===== config.mk =====
export PLATFORM = sky130hd
export DESIGN_NAME = keyboard_fifo
export DESIGN_NICKNAME = d
export VERILOG_FILES = /design/src/rtl/keyboard_fifo_pkg.sv /design/src/rtl/keyboard_fifo_sync_fifo_core.sv /design/src/rtl/keyboard_fifo.sv
export SDC_FILE = /design/constraint.sdc
export NUM_CORES = 1
export LEC_CHECK = 0
export BUFFER_PORTS_ARGS = -buffer_cell sky130_fd_sc_hd__buf_2
export CORE_MARGIN = 5
export CORE_UTILIZATION = 64
export CTS_BUF_LIST = sky130_fd_sc_hd__clkbuf_8 sky130_fd_sc_hd__clkbuf_16
export DETAILED_ROUTE_END_ITERATION = 10
export GPL_ROUTABILITY_DRIVEN = 0
export PLACE_DENSITY = 0.92
export SLEW_MARGIN = 20
export SYNTH_ARGS = -nofsm -noshare
export SYNTH_HDL_FRONTEND = slang
export SYNTH_SLANG_ARGS = --single-unit
export TNS_END_PERCENT = 30

===== constraint.sdc =====
create_clock -name clk -period 10.38 [get_ports clk]
set_input_delay 3.114 -clock clk [delete_from_list [all_inputs] [get_ports clk]]
set_output_delay 3.114 -clock clk [all_outputs]
set_load 0.01 [all_outputs]

===== src/rtl/keyboard_fifo_pkg.sv =====
// Shared keyboard constants: key-code width and default FIFO depth.
// Imported by the keyboard front end and by keyboard_fifo.
package keyboard_fifo_pkg;
  localparam int KB_CODE_W = 16;
  localparam int KB_FIFO_DEPTH_LOG2 = 3;
endpackage


===== src/rtl/keyboard_fifo_sync_fifo_core.sv =====
// Register-array FIFO with occupancy counter.
// A push while full is accepted only when a pop frees a slot the same cycle.
module sync_fifo_core #(
  parameter int W  = 16,
  parameter int AW = 3
) (
  input  logic          clk,
  input  logic          reset,
  input  logic          push_i,
  input  logic          pop_i,
  input  logic [W-1:0]  din_i,
  output logic          full_o,
  output logic          empty_o,
  output logic          push_ok_o,
  output logic [AW:0]   count_o,
  output logic [AW:0]   count_next_o,
  output logic [W-1:0]  head_o
);
  localparam logic [AW:0]   DEPTH = {1'b1, {AW{1'b0}}};
  localparam logic [AW:0]   C_ONE = {{AW{1'b0}}, 1'b1};
  localparam logic [AW-1:0] P_ONE = {{(AW-1){1'b0}}, 1'b1};

  logic [W-1:0]  mem_q [2**AW];
  logic [AW-1:0] wp_q, wp_d;
  logic [AW-1:0] rp_q, rp_d;
  logic [AW:0]   cnt_q, cnt_d;
  logic          full, empty;
  logic          push_ok, pop_ok;

  assign full    = (cnt_q == DEPTH);
  assign empty   = (cnt_q == '0);
  assign pop_ok  = pop_i & ~empty;
  assign push_ok = push_i & (~full | pop_ok);

  always_comb begin
    wp_d  = wp_q;
    rp_d  = rp_q;
    cnt_d = cnt_q;
    if (push_ok) wp_d = wp_q + P_ONE;
    if (pop_ok)  rp_d = rp_q + P_ONE;
    if (push_ok & ~pop_ok)
      cnt_d = cnt_q + C_ONE;
    else if (~push_ok & pop_ok)
      cnt_d = cnt_q - C_ONE;
  end

  always_ff @(posedge clk) begin
    if (reset) begin
      wp_q  <= '0;
      rp_q  <= '0;
      cnt_q <= '0;
    end else begin
      wp_q  <= wp_d;
      rp_q  <= rp_d;
      cnt_q <= cnt_d;
    end
  end

  // Storage is deliberately not reset; empty masking hides stale data.
  always_ff @(posedge clk) begin
    if (push_ok) mem_q[wp_q] <= din_i;
  end

  assign full_o       = full;
  assign empty_o      = empty;
  assign push_ok_o    = push_ok;
  assign count_o      = cnt_q;
  assign count_next_o = cnt_d;
  assign head_o       = mem_q[rp_q];
endmodule


===== src/rtl/keyboard_fifo.sv =====
// Key-code FIFO seen by the CPU: head register, ready,
// sticky overflow and a level interrupt request.
module keyboard_fifo
  import keyboard_fifo_pkg::*;
#(
  parameter int DEPTH_LOG2 = KB_FIFO_DEPTH_LOG2
) (
  input  logic                 clk,
  input  logic                 reset,
  input  logic [KB_CODE_W-1:0] kb_data,
  input  logic                 kb_strobe,
  input  logic                 rd_pop,
  input  logic                 clr_ovf,
  input  logic                 int_enable,
  output logic [KB_CODE_W-1:0] data_out,
  output logic                 ready,
  output logic                 overflow,
  output logic                 intr,
  output logic [DEPTH_LOG2:0]  count
);
  logic                 full, empty, push_ok;
  logic [DEPTH_LOG2:0]  cnt, cnt_next;
  logic [KB_CODE_W-1:0] head;
  logic                 ovf_q, ovf_d;
  logic                 intr_q, intr_d;

  sync_fifo_core #(
    .W  (KB_CODE_W),
    .AW (DEPTH_LOG2)
  ) u_core (
    .clk          (clk),
    .reset        (reset),
    .push_i       (kb_strobe),
    .pop_i        (rd_pop),
    .din_i        (kb_data),
    .full_o       (full),
    .empty_o      (empty),
    .push_ok_o    (push_ok),
    .count_o      (cnt),
    .count_next_o (cnt_next),
    .head_o       (head)
  );

  // A dropped code beats a same-cycle clear.
  always_comb begin
    ovf_d = ovf_q;
    if (kb_strobe & ~push_ok)
      ovf_d = 1'b1;
    else if (clr_ovf)
      ovf_d = 1'b0;
    intr_d = int_enable & (cnt_next != '0);
  end

  always_ff @(posedge clk) begin
    if (reset) begin
      ovf_q  <= 1'b0;
      intr_q <= 1'b0;
    end else begin
      ovf_q  <= ovf_d;
      intr_q <= intr_d;
    end
  end

  assign data_out = head & {KB_CODE_W{~empty}};
  assign ready    = ~empty;
  assign overflow = ovf_q;
  assign intr     = intr_q;
  assign count    = cnt;
endmodule


==> results.cfg, run 1 <==
[finish]
fillers = 462
drive_above_1_share_pct = 34.9
diodes = 0
nNetsFinal = 378
syn_to_final_growth_pct = 17.0

[sta]
rsz0062_at_grt = false
relSlewSlack_pct = 29.0
slew_viol_final = 0
layout_min_cycle_time_ps = 5550
setup_tns_ps = 0
max_freq_ghz = 0.180
finalCritPeriodShare_pct = 53.5
finalSetupViolCount = 0
fin_hold_ws_ps = 528
finalClockSkew_ps = 8.53
finalHoldViolCount = 0
tightest_slew_ps = 1060

[power_and_ir_drop]
vdd_drop_max_uv = 148
p_per_area_nw_per_um2 = 251
cellLeakagePower_nw = 2.23

[clocking]
cts_tree = built
clkLatencyLatePin_ps = 520
cts_setup_buffers = 0
htreeDepth = 4
cts_resized = 0
clkTransAtPathRegs_ps = 60
clk_path_buf_depth = 2
numCtsBuffers = 17
postCtsHoldBufs = 0
cts-root-buf = clkbuf_8
clock_sinks = 143

[yosys]
ys_warn_count = 0
syn-num-nets = 321
synth.avg_cell_area_sq_um = 19.1
syn_area_sq_um = 5620
yosysMostFrequentCell = edfxtp_1
synth_xor_area_share_pct = 0.623
synth_edf_count = 128
yosysUniqueCellTypes = 34
synthCells = 295
synthArstFlopShare_pct = 0
synth_flop_cell = edfxtp_1
synth_compound_area_share_pct = 1.65
synth_top_family_by_area = multiplexers
synth.yosys.seq_area_share_pct = 73.7
synthAdderAreaFrac_pct = 0.890
synth_top_area_cell = edfxtp_1
synth_top_area_share_pct = 68.4
synthSimpleGateAreaFrac_pct = 4.96
muxShareOfSynthArea_pct = 16.6
ys_ff_latch = 143
yosys-top-cells-count = 128 x edfxtp_1, 34 x nor2_1, 32 x mux4_2
netlist_top_cells_area = edfxtp_1 68%, mux4_2 13%, dfxtp_1 5.3%

[run]
drv_cap = 0

[setup_path]
crit_chain = buf_4 -> mux4_2 -> mux2i_1 -> nor2_1 -> buf_2
critical-path-slowest-cell = mux4_2
cp_num_buf_inv = 2
reg2reg_to = u_core.mem_q[6][13]
rr_startpoint = u_core.count_o[1]
path_max_fanout = 32
crit_family = multiplexers
crit_required_ps = 7270
end_kind = output port
rr_worst_depth = 7
worstSetupPathType = reg -> out
crit_path_max_incr_delay_ps = 610
regToRegSetupSlack_ps = 7390
worstPathArrival_ps = 2440
critPathLaunchType = flip-flop

[global_routing]
globalRouteOverflowTotal = 0
grt_max_degree = 33
grt_usage_pct = 23.2
grt_pass1_vias = 3140
grt_pass1_wl_mm = 18.3
antenna_found_initial = 0

[worst_hold_path]
min_from = u_core.wp_q[0]
worstHoldPathType = reg -> reg
worstHoldPathCells = 2
hold_end = u_core.wp_q[0]

[drt]
postRouteAntennaNets = 0
drt-total-wl_mm = 11.7
drc = 0
first_iter_violations = 339
avgViaCountPerCell = 6.39
first_pass_iters = 5
wl_per_cell_microns = 24.8
vias = 3017

[floorplan]
dieArea_sq_um = 10800
num_rows = 34
die_height_microns = 104
die_w_microns = 104
fp.coreArea_sq_um = 8640
io_pins = 45
start_util_pct = 65.1

[place]
hpwl_mm = 6.68
io_buffers = 44

[outcome]
outcome = finished, final reports clean
[final cells by class]
type | instances | area, sq um | area share, %
sequential | 143 | 4150 | 63.0
inverter | 4 | 15.0 | 0.228
clock inverter | 14 | 180 | 2.74
tap | 108 | 135 | 2.05
timing repair buffer | 53 | 288 | 4.37
multi-input combinational | 133 | 1400 | 21.3
clock buffer | 17 | 414 | 6.29
[power breakdown]
part | total [mW] | switching [mW] | leakage [nW] | internal [mW]
logic | 0.364 | 0.198 | 0.657 | 0.166
registers | 0.680 | 0.0263 | 1.29 | 0.654
clock network | 0.604 | 0.235 | 0.291 | 0.369
total | 1.65 | 0.460 | 2.23 | 1.19
[worst max-delay path by stage]
stage,startpoint,endpoint,slack [ps],cells after the start
after global placement,kb_strobe,u_core.mem_q[7][2],5340,5
after floorplan,rd_pop,u_core.mem_q[0][0],4960,5
after detailed placement,rd_pop,u_core.mem_q[6][11],5150,6
final,flip-flop,data_out[4],4830,5
after global routing,flip-flop,data_out[4],4640,5
after CTS,flip-flop,data_out[4],4770,5
[state kept, by name (all words and copies together) (netlist names), named ones only]
name,flops
u_core.wp_q,3
u_core.mem_q,128
overflow,1
u_core.rp_q,3
intr,1
u_core.count_o,4
[metal layers]
layer | track usage [%] | vias up | wire (microns)
met1 | 27.5 | 1539 | 4220
met3 | 6.09 | 30 | 874
met5 | 0 | - | 0
li1 | - | 1283 | -
met4 | 11.5 | 0 | 308
met2 | 39.4 | 165 | 6300
[through the flow]
| step | instance area (sq um) | setup slack, ps | std cells | power (mW) | util (%) |
|---|---|---|---|---|---|
| after floorplan | 5620 | 4960 | 295 | 0.941 | - |
| after detailed placement | 5990 | 5150 | 441 | 1.05 | 69.3 |
| after CTS | 6580 | 4770 | 472 | 1.66 | 76.2 |
| final | 6580 | 4830 | 472 | 1.65 | 76.2 |
| after global routing | 6580 | 4640 | 472 | 1.72 | 76.2 |
| after global placement | 5990 | 5340 | 441 | 1.03 | 69.3 |
[cell usage in the layout, fill, tap and decap left out, drive strengths merged, types with 2 or more instances in the layout]
cell / count
nor3: 5
inv: 9
mux4: 32
mux2i: 19
o21ai: 4
dfxtp: 15
edfxtp: 128
nand2b: 5
xor2: 2
ha: 4
clkbuf: 17
nor2: 34
nand2: 6
nand3b: 2
buf: 53
xnor2: 2
nor2b: 3
bufinv: 3
a21oi: 6
clkinv: 5
[worst min-delay path: stages, from the launching register on]
cell      delay [ps]
dfxtp_1          340
nand2b_1          80
a21oi_1           60
[cells by family after synthesis]
kind of cell	after synthesis
mux	52
flops	143
xor+xnor	4
compound gates	14
fa+ha+maj	4
buf+inv	19
simple gates	59
(Power assumes the default switching activity.)
==> inputs of run 2 (changes only) <==
--- a/config.mk
+++ b/config.mk
@@ -7,11 +7,11 @@
 export LEC_CHECK = 0
 export BUFFER_PORTS_ARGS = -buffer_cell sky130_fd_sc_hd__buf_2
 export CORE_MARGIN = 5
-export CORE_UTILIZATION = 64
+export CORE_UTILIZATION = 53
 export CTS_BUF_LIST = sky130_fd_sc_hd__clkbuf_8 sky130_fd_sc_hd__clkbuf_16
 export DETAILED_ROUTE_END_ITERATION = 10
 export GPL_ROUTABILITY_DRIVEN = 0
-export PLACE_DENSITY = 0.92
+export PLACE_DENSITY = 0.83
 export SLEW_MARGIN = 20
 export SYNTH_ARGS = -nofsm -noshare
 export SYNTH_HDL_FRONTEND = slang
==> constraint.sdc (replaced) <==
create_clock -name clk -period 4.9 [get_ports clk]
set_input_delay 1.47 -clock clk [delete_from_list [all_inputs] [get_ports clk]]
set_output_delay 1.47 -clock clk [all_outputs]
set_load 0.01 [all_outputs]
==> run 2 against run 1 <==
  * Routed wire length down 5.8%
  * Sequential share of layout area fell by 0.74 points
  * Global-route usage is 4.8 points lower
  * Setup slack worse by 3800 ps
  * Largest cell class unchanged
  * Highest routed layer unchanged
==> results.cfg, run 2 (synthesis results as in run 1) <==
[setup_path]
rr_startpoint = u_core.count_o[1]
worstPathArrival_ps = 2420
crit_family = flip-flops
rr_worst_depth = 9
cp_num_buf_inv = 2
regToRegSetupSlack_ps = 2130
critPathLaunchType = flip-flop
critical-path-slowest-cell = dfxtp_1
reg2reg_to = intr
worstSetupPathType = reg -> out
crit_path_max_incr_delay_ps = 680
end_kind = output port
crit_required_ps = 3430
path_max_fanout = 22
crit_chain = buf_4 -> mux4_2 -> mux2i_1 -> nor2_1 -> buf_2

[sta]
setup_tns_ps = 0
relSlewSlack_pct = 24.1
tightest_slew_ps = 1140
max_freq_ghz = 0.257
finalClockSkew_ps = 7.89
slew_viol_final = 0
fin_hold_ws_ps = 531
rsz0062_at_grt = false
finalSetupViolCount = 0
layout_min_cycle_time_ps = 3890
finalHoldViolCount = 0
finalCritPeriodShare_pct = 79.4

[finish]
fillers = 681
nNetsFinal = 380
design_area_sq_um = 6660
drive_above_1_share_pct = 35.1
final_common_cell = edfxtp_1
final_util_pct = 64.5
syn_to_final_growth_pct = 18.4
diodes = 0
final_cell_mix = 128 x edfxtp_1, 44 x buf_2, 34 x nor2_1
largest_reg_flops = 128
max_flop_register = u_core.mem_q

[worst_hold_path]
worstHoldPathType = reg -> reg
hold_end = u_core.wp_q[0]
min_from = u_core.wp_q[0]
worstHoldPathCells = 2

[floorplan]
die_w_microns = 113
fp.coreArea_sq_um = 10300
die_height_microns = 113
dieArea_sq_um = 12800
num_rows = 37
io_pins = 45
start_util_pct = 54.5

[clocking]
clkTransAtPathRegs_ps = 60
numCtsBuffers = 17
cts_tree = built
postCtsHoldBufs = 0
cts_resized = 0
htreeDepth = 4
clkLatencyLatePin_ps = 510
clock_sinks = 143
cts_setup_buffers = 0
cts-root-buf = clkbuf_8
clk_path_buf_depth = 2

[place]
post_dp_cell_area_sq_um = 6030
hpwl_mm = 6.40
io_buffers = 44

[drt]
avgViaCountPerCell = 5.72
first_iter_violations = 239
met3_length_microns = 604
wl_met1_mm = 4.34
wl_per_cell_microns = 21.9
met2WireLength_mm = 5.95
postRouteAntennaNets = 0
drt-total-wl_mm = 11.0
maxUsedRoutingLayer = met4
first_pass_iters = 4
drc = 0
vias = 2879

[global_routing]
grt_pass1_vias = 3035
grt_pass1_wl_mm = 17.2
grt_usage_pct = 18.4
grt_max_degree = 23
antenna_found_initial = 0
globalRouteOverflowTotal = 0

[outcome]
outcome = finished, final reports clean

[power_and_ir_drop]
finalPower_mw = 3.54
cellLeakagePower_nw = 2.24
p_per_area_nw_per_um2 = 531
vdd_drop_max_uv = 334

[run]
drv_cap = 0
==> run 2: changes by cell type in the layout (fill, tap and decap cells not counted) <==
cell	delta
clkinvlp_4	+3
buf_4	+2
bufinv_16	+1
inv_8	-1
dfxtp_2	-1
clkinv_4	-1
clkinv_2	-1
dfxtp_1	+1
==> run 2: area by class of cell <==
type / instances / area [sq um] / share of cell area, %
sequential: 143 / 4150 / 62.3
clock inverter: 15 / 208 / 3.12
clock buffer: 17 / 414 / 6.22
multi-input combinational: 133 / 1400 / 21.1
timing repair buffer: 55 / 303 / 4.55
inverter: 4 / 15.0 / 0.226
tap: 136 / 170 / 2.56
==> run 2: tightest hold or removal path, stage by stage (launching register included) <==
cell and delay, ps:
dfxtp_1 330, nand2b_1 80, a21oi_1 70
==> run 2: worst max-delay path by stage <==
stage | start | slack, ps | end | cells after the start
after floorplan | rd_pop | 1120 | u_core.mem_q[0][0] | 5
after global placement | rd_pop | 1480 | u_core.mem_q[3][9] | 6
after detailed placement | rd_pop | 1360 | u_core.mem_q[2][2] | 6
after CTS | flip-flop | 960 | data_out[1] | 5
after global routing | flip-flop | 850 | data_out[1] | 5
final | flip-flop | 1010 | data_out[6] | 5
==> run 2: per-layer routing <==
metal	global-route usage, %	vias to the layer above
met3	3.90	14
met2	32.4	109
met5	0	-
li1	-	1284
met4	5.53	0
met1	22.9	1472
==> run 2: stage by stage <==
step,setup slack (ps),cells
5_1_grt,851,503
3_3_place_gp,1480,471
4_1_cts,959,503
6_report,1010,503
2_1_floorplan,1120,295
3_5_place_dp,1360,471
==> run 2: power breakdown <==
| part | leakage (nW) | internal, mW | switching [mW] |
|---|---|---|---|
| clock network | 0.292 | 0.834 | 0.509 |
| logic | 0.667 | 0.355 | 0.396 |
| registers | 1.29 | 1.39 | 0.0582 |
| total | 2.24 | 2.57 | 0.963 |
==> inputs of run 3 (changes only) <==
==> constraint.sdc (replaced) <==
create_clock -name clk -period 3.3 [get_ports clk]
set_input_delay 0.99 -clock clk [delete_from_list [all_inputs] [get_ports clk]]
set_output_delay 0.99 -clock clk [all_outputs]
set_load 0.01 [all_outputs]
==> run 3 against run 2 <==
  * Non-clock buffer count increased by 12
  * Core utilization up 1.1 points
  * Sequential power increased by 47%
  * Clock power is 52% higher
  * Total power up 51%
  * Sequential share of layout area shrank 1.0 points
  * Routed wire length is 0.92% lower
  * First-iteration DRC count is 33% lower
  * Register-to-register slack got worse by 1200 ps
  * Final cell count increased by 2.4%
  * Setup slack got worse by 750 ps
  * Largest cell class unchanged
==> results.cfg, run 3 (synthesis results as in run 1) <==
[floorplan]
dieArea_sq_um = 12800
die_height_microns = 113
num_rows = 37
fp.coreArea_sq_um = 10300
start_util_pct = 54.5
die_w_microns = 113
io_pins = 45

[sta]
relSlewSlack_pct = 64.2
max_freq_ghz = 0.329
finalClockSkew_ps = 8.18
slew_viol_final = 0
tightest_slew_ps = 536
setup_tns_ps = 0
layout_min_cycle_time_ps = 3040
finalHoldViolCount = 0
finalCritPeriodShare_pct = 92.0
rsz0062_at_grt = false
finalSetupViolCount = 0

[global_routing]
grt_pass1_wl_mm = 17.3
antenna_found_initial = 0
grt_usage_pct = 18.6
grt_pass1_vias = 3132
grt_max_degree = 25
globalRouteOverflowTotal = 0

[drt]
first_iter_violations = 161
first_pass_iters = 4
met3_length_microns = 560
wl_per_cell_microns = 21.2
drt-total-wl_mm = 10.9
wl_met1_mm = 4.26
met2WireLength_mm = 5.90
avgViaCountPerCell = 5.70
vias = 2938
drc = 0
maxUsedRoutingLayer = met4
postRouteAntennaNets = 0

[clocking]
htreeDepth = 4
clk_path_buf_depth = 2
postCtsHoldBufs = 0
clkTransAtPathRegs_ps = 60
clock_sinks = 143
cts-root-buf = clkbuf_8
numCtsBuffers = 17
cts_setup_buffers = 0
cts_resized = 0
clkLatencyLatePin_ps = 520
cts_tree = built

[finish]
nNetsFinal = 392
design_area_sq_um = 6770
largest_reg_flops = 128
register_area_sq_um = 4150
final_common_cell = edfxtp_1
max_flop_register = u_core.mem_q
multi_input_comb_area_sq_um = 1400
syn_to_final_growth_pct = 20.4
drive_above_1_share_pct = 36.4
fillers = 643
final_cell_mix = 128 x edfxtp_1, 44 x buf_2, 34 x nor2_1
diodes = 0

[setup_path]
setup.worst_path.end = data_out[10]
crit_chain = buf_4 -> mux4_2 -> mux2i_1 -> nor2_1 -> buf_2
end_kind = output port
crit_path_max_incr_delay_ps = 530
worstSetupPathType = reg -> out
reg2reg_to = intr
critical-path-slowest-cell = mux4_2
critPathLaunchType = flip-flop
crit_required_ps = 2310
path_max_fanout = 10
worstPathArrival_ps = 2050
cp_num_buf_inv = 2
crit_cells = 5
rr_worst_depth = 10
rr_startpoint = u_core.count_o[1]
crit_family = multiplexers
regToRegSetupSlack_ps = 920

[place]
post_dp_cell_area_sq_um = 6140
hpwl_mm = 6.72
io_buffers = 44

[power_and_ir_drop]
cellLeakagePower_nw = 2.33
p_per_area_nw_per_um2 = 789
vdd_drop_max_uv = 446

[run]
drv_cap = 0

[worst_hold_path]
worstHoldPathType = reg -> reg

[outcome]
outcome = finished, final reports clean
## run 3: power breakdown
group	internal [mW]	switching (mW)
Sequential	2.06	0.0543
Combinational	0.561	0.630
Clock	1.30	0.733
Total	3.92	1.42
## run 3: final cells by class
cell class,instances,share of cell area (%)
clock inverters,15,3.20
well taps,136,2.51
clock buffers,17,6.12
repair buffers,67,5.99
inverters,4,0.222
multi-input cells,133,20.7
flip-flops and latches,143,61.2
## run 3: worst min-delay path, delay by kind of cell (launching register included)
family | cells | cell delay [ps]
AO/OA/AOI/OAI | 1 | 60
AND/OR/NAND/NOR | 1 | 80
flip-flops | 1 | 340
## run 3: how the worst min path moves through the flow
| stage | start | to | slack (ps) | cells past startpoint |
|---|---|---|---|---|
| final | u_core.wp_q[0] | u_core.wp_q[0] | 520 | 2 |
| after global routing | u_core.wp_q[0] | u_core.wp_q[0] | 560 | 2 |
| after CTS | u_core.wp_q[0] | u_core.wp_q[0] | 520 | 2 |
| after detailed placement | u_core.rp_q[2] | u_core.rp_q[2] | 510 | 2 |
| after global placement | u_core.wp_q[0] | u_core.wp_q[0] | 500 | 2 |
| after floorplan | u_core.wp_q[0] | u_core.wp_q[0] | 470 | 2 |
## run 3: through the flow
| step | total power, mW | hold slack [ps] | utilization [%] | std cells | worst slack [ps] |
|---|---|---|---|---|---|
| floorplan | 2.96 | 470 | - | 295 | 3.53 |
| detailed placement | 3.35 | 514 | 59.4 | 483 | 699 |
| finish | 5.34 | 523 | 65.6 | 515 | 263 |
| CTS | 5.38 | 524 | 65.6 | 515 | 227 |
| global route | 5.57 | 564 | 65.6 | 515 | 164 |
| global placement | 3.32 | 501 | 59.4 | 483 | 792 |
## run 3: metal layers
layer	global-route usage, %	vias up
li1	-	1313
met1	22.7	1510
met2	31.2	97
met3	5.35	18
met4	7.85	0
met5	0	-
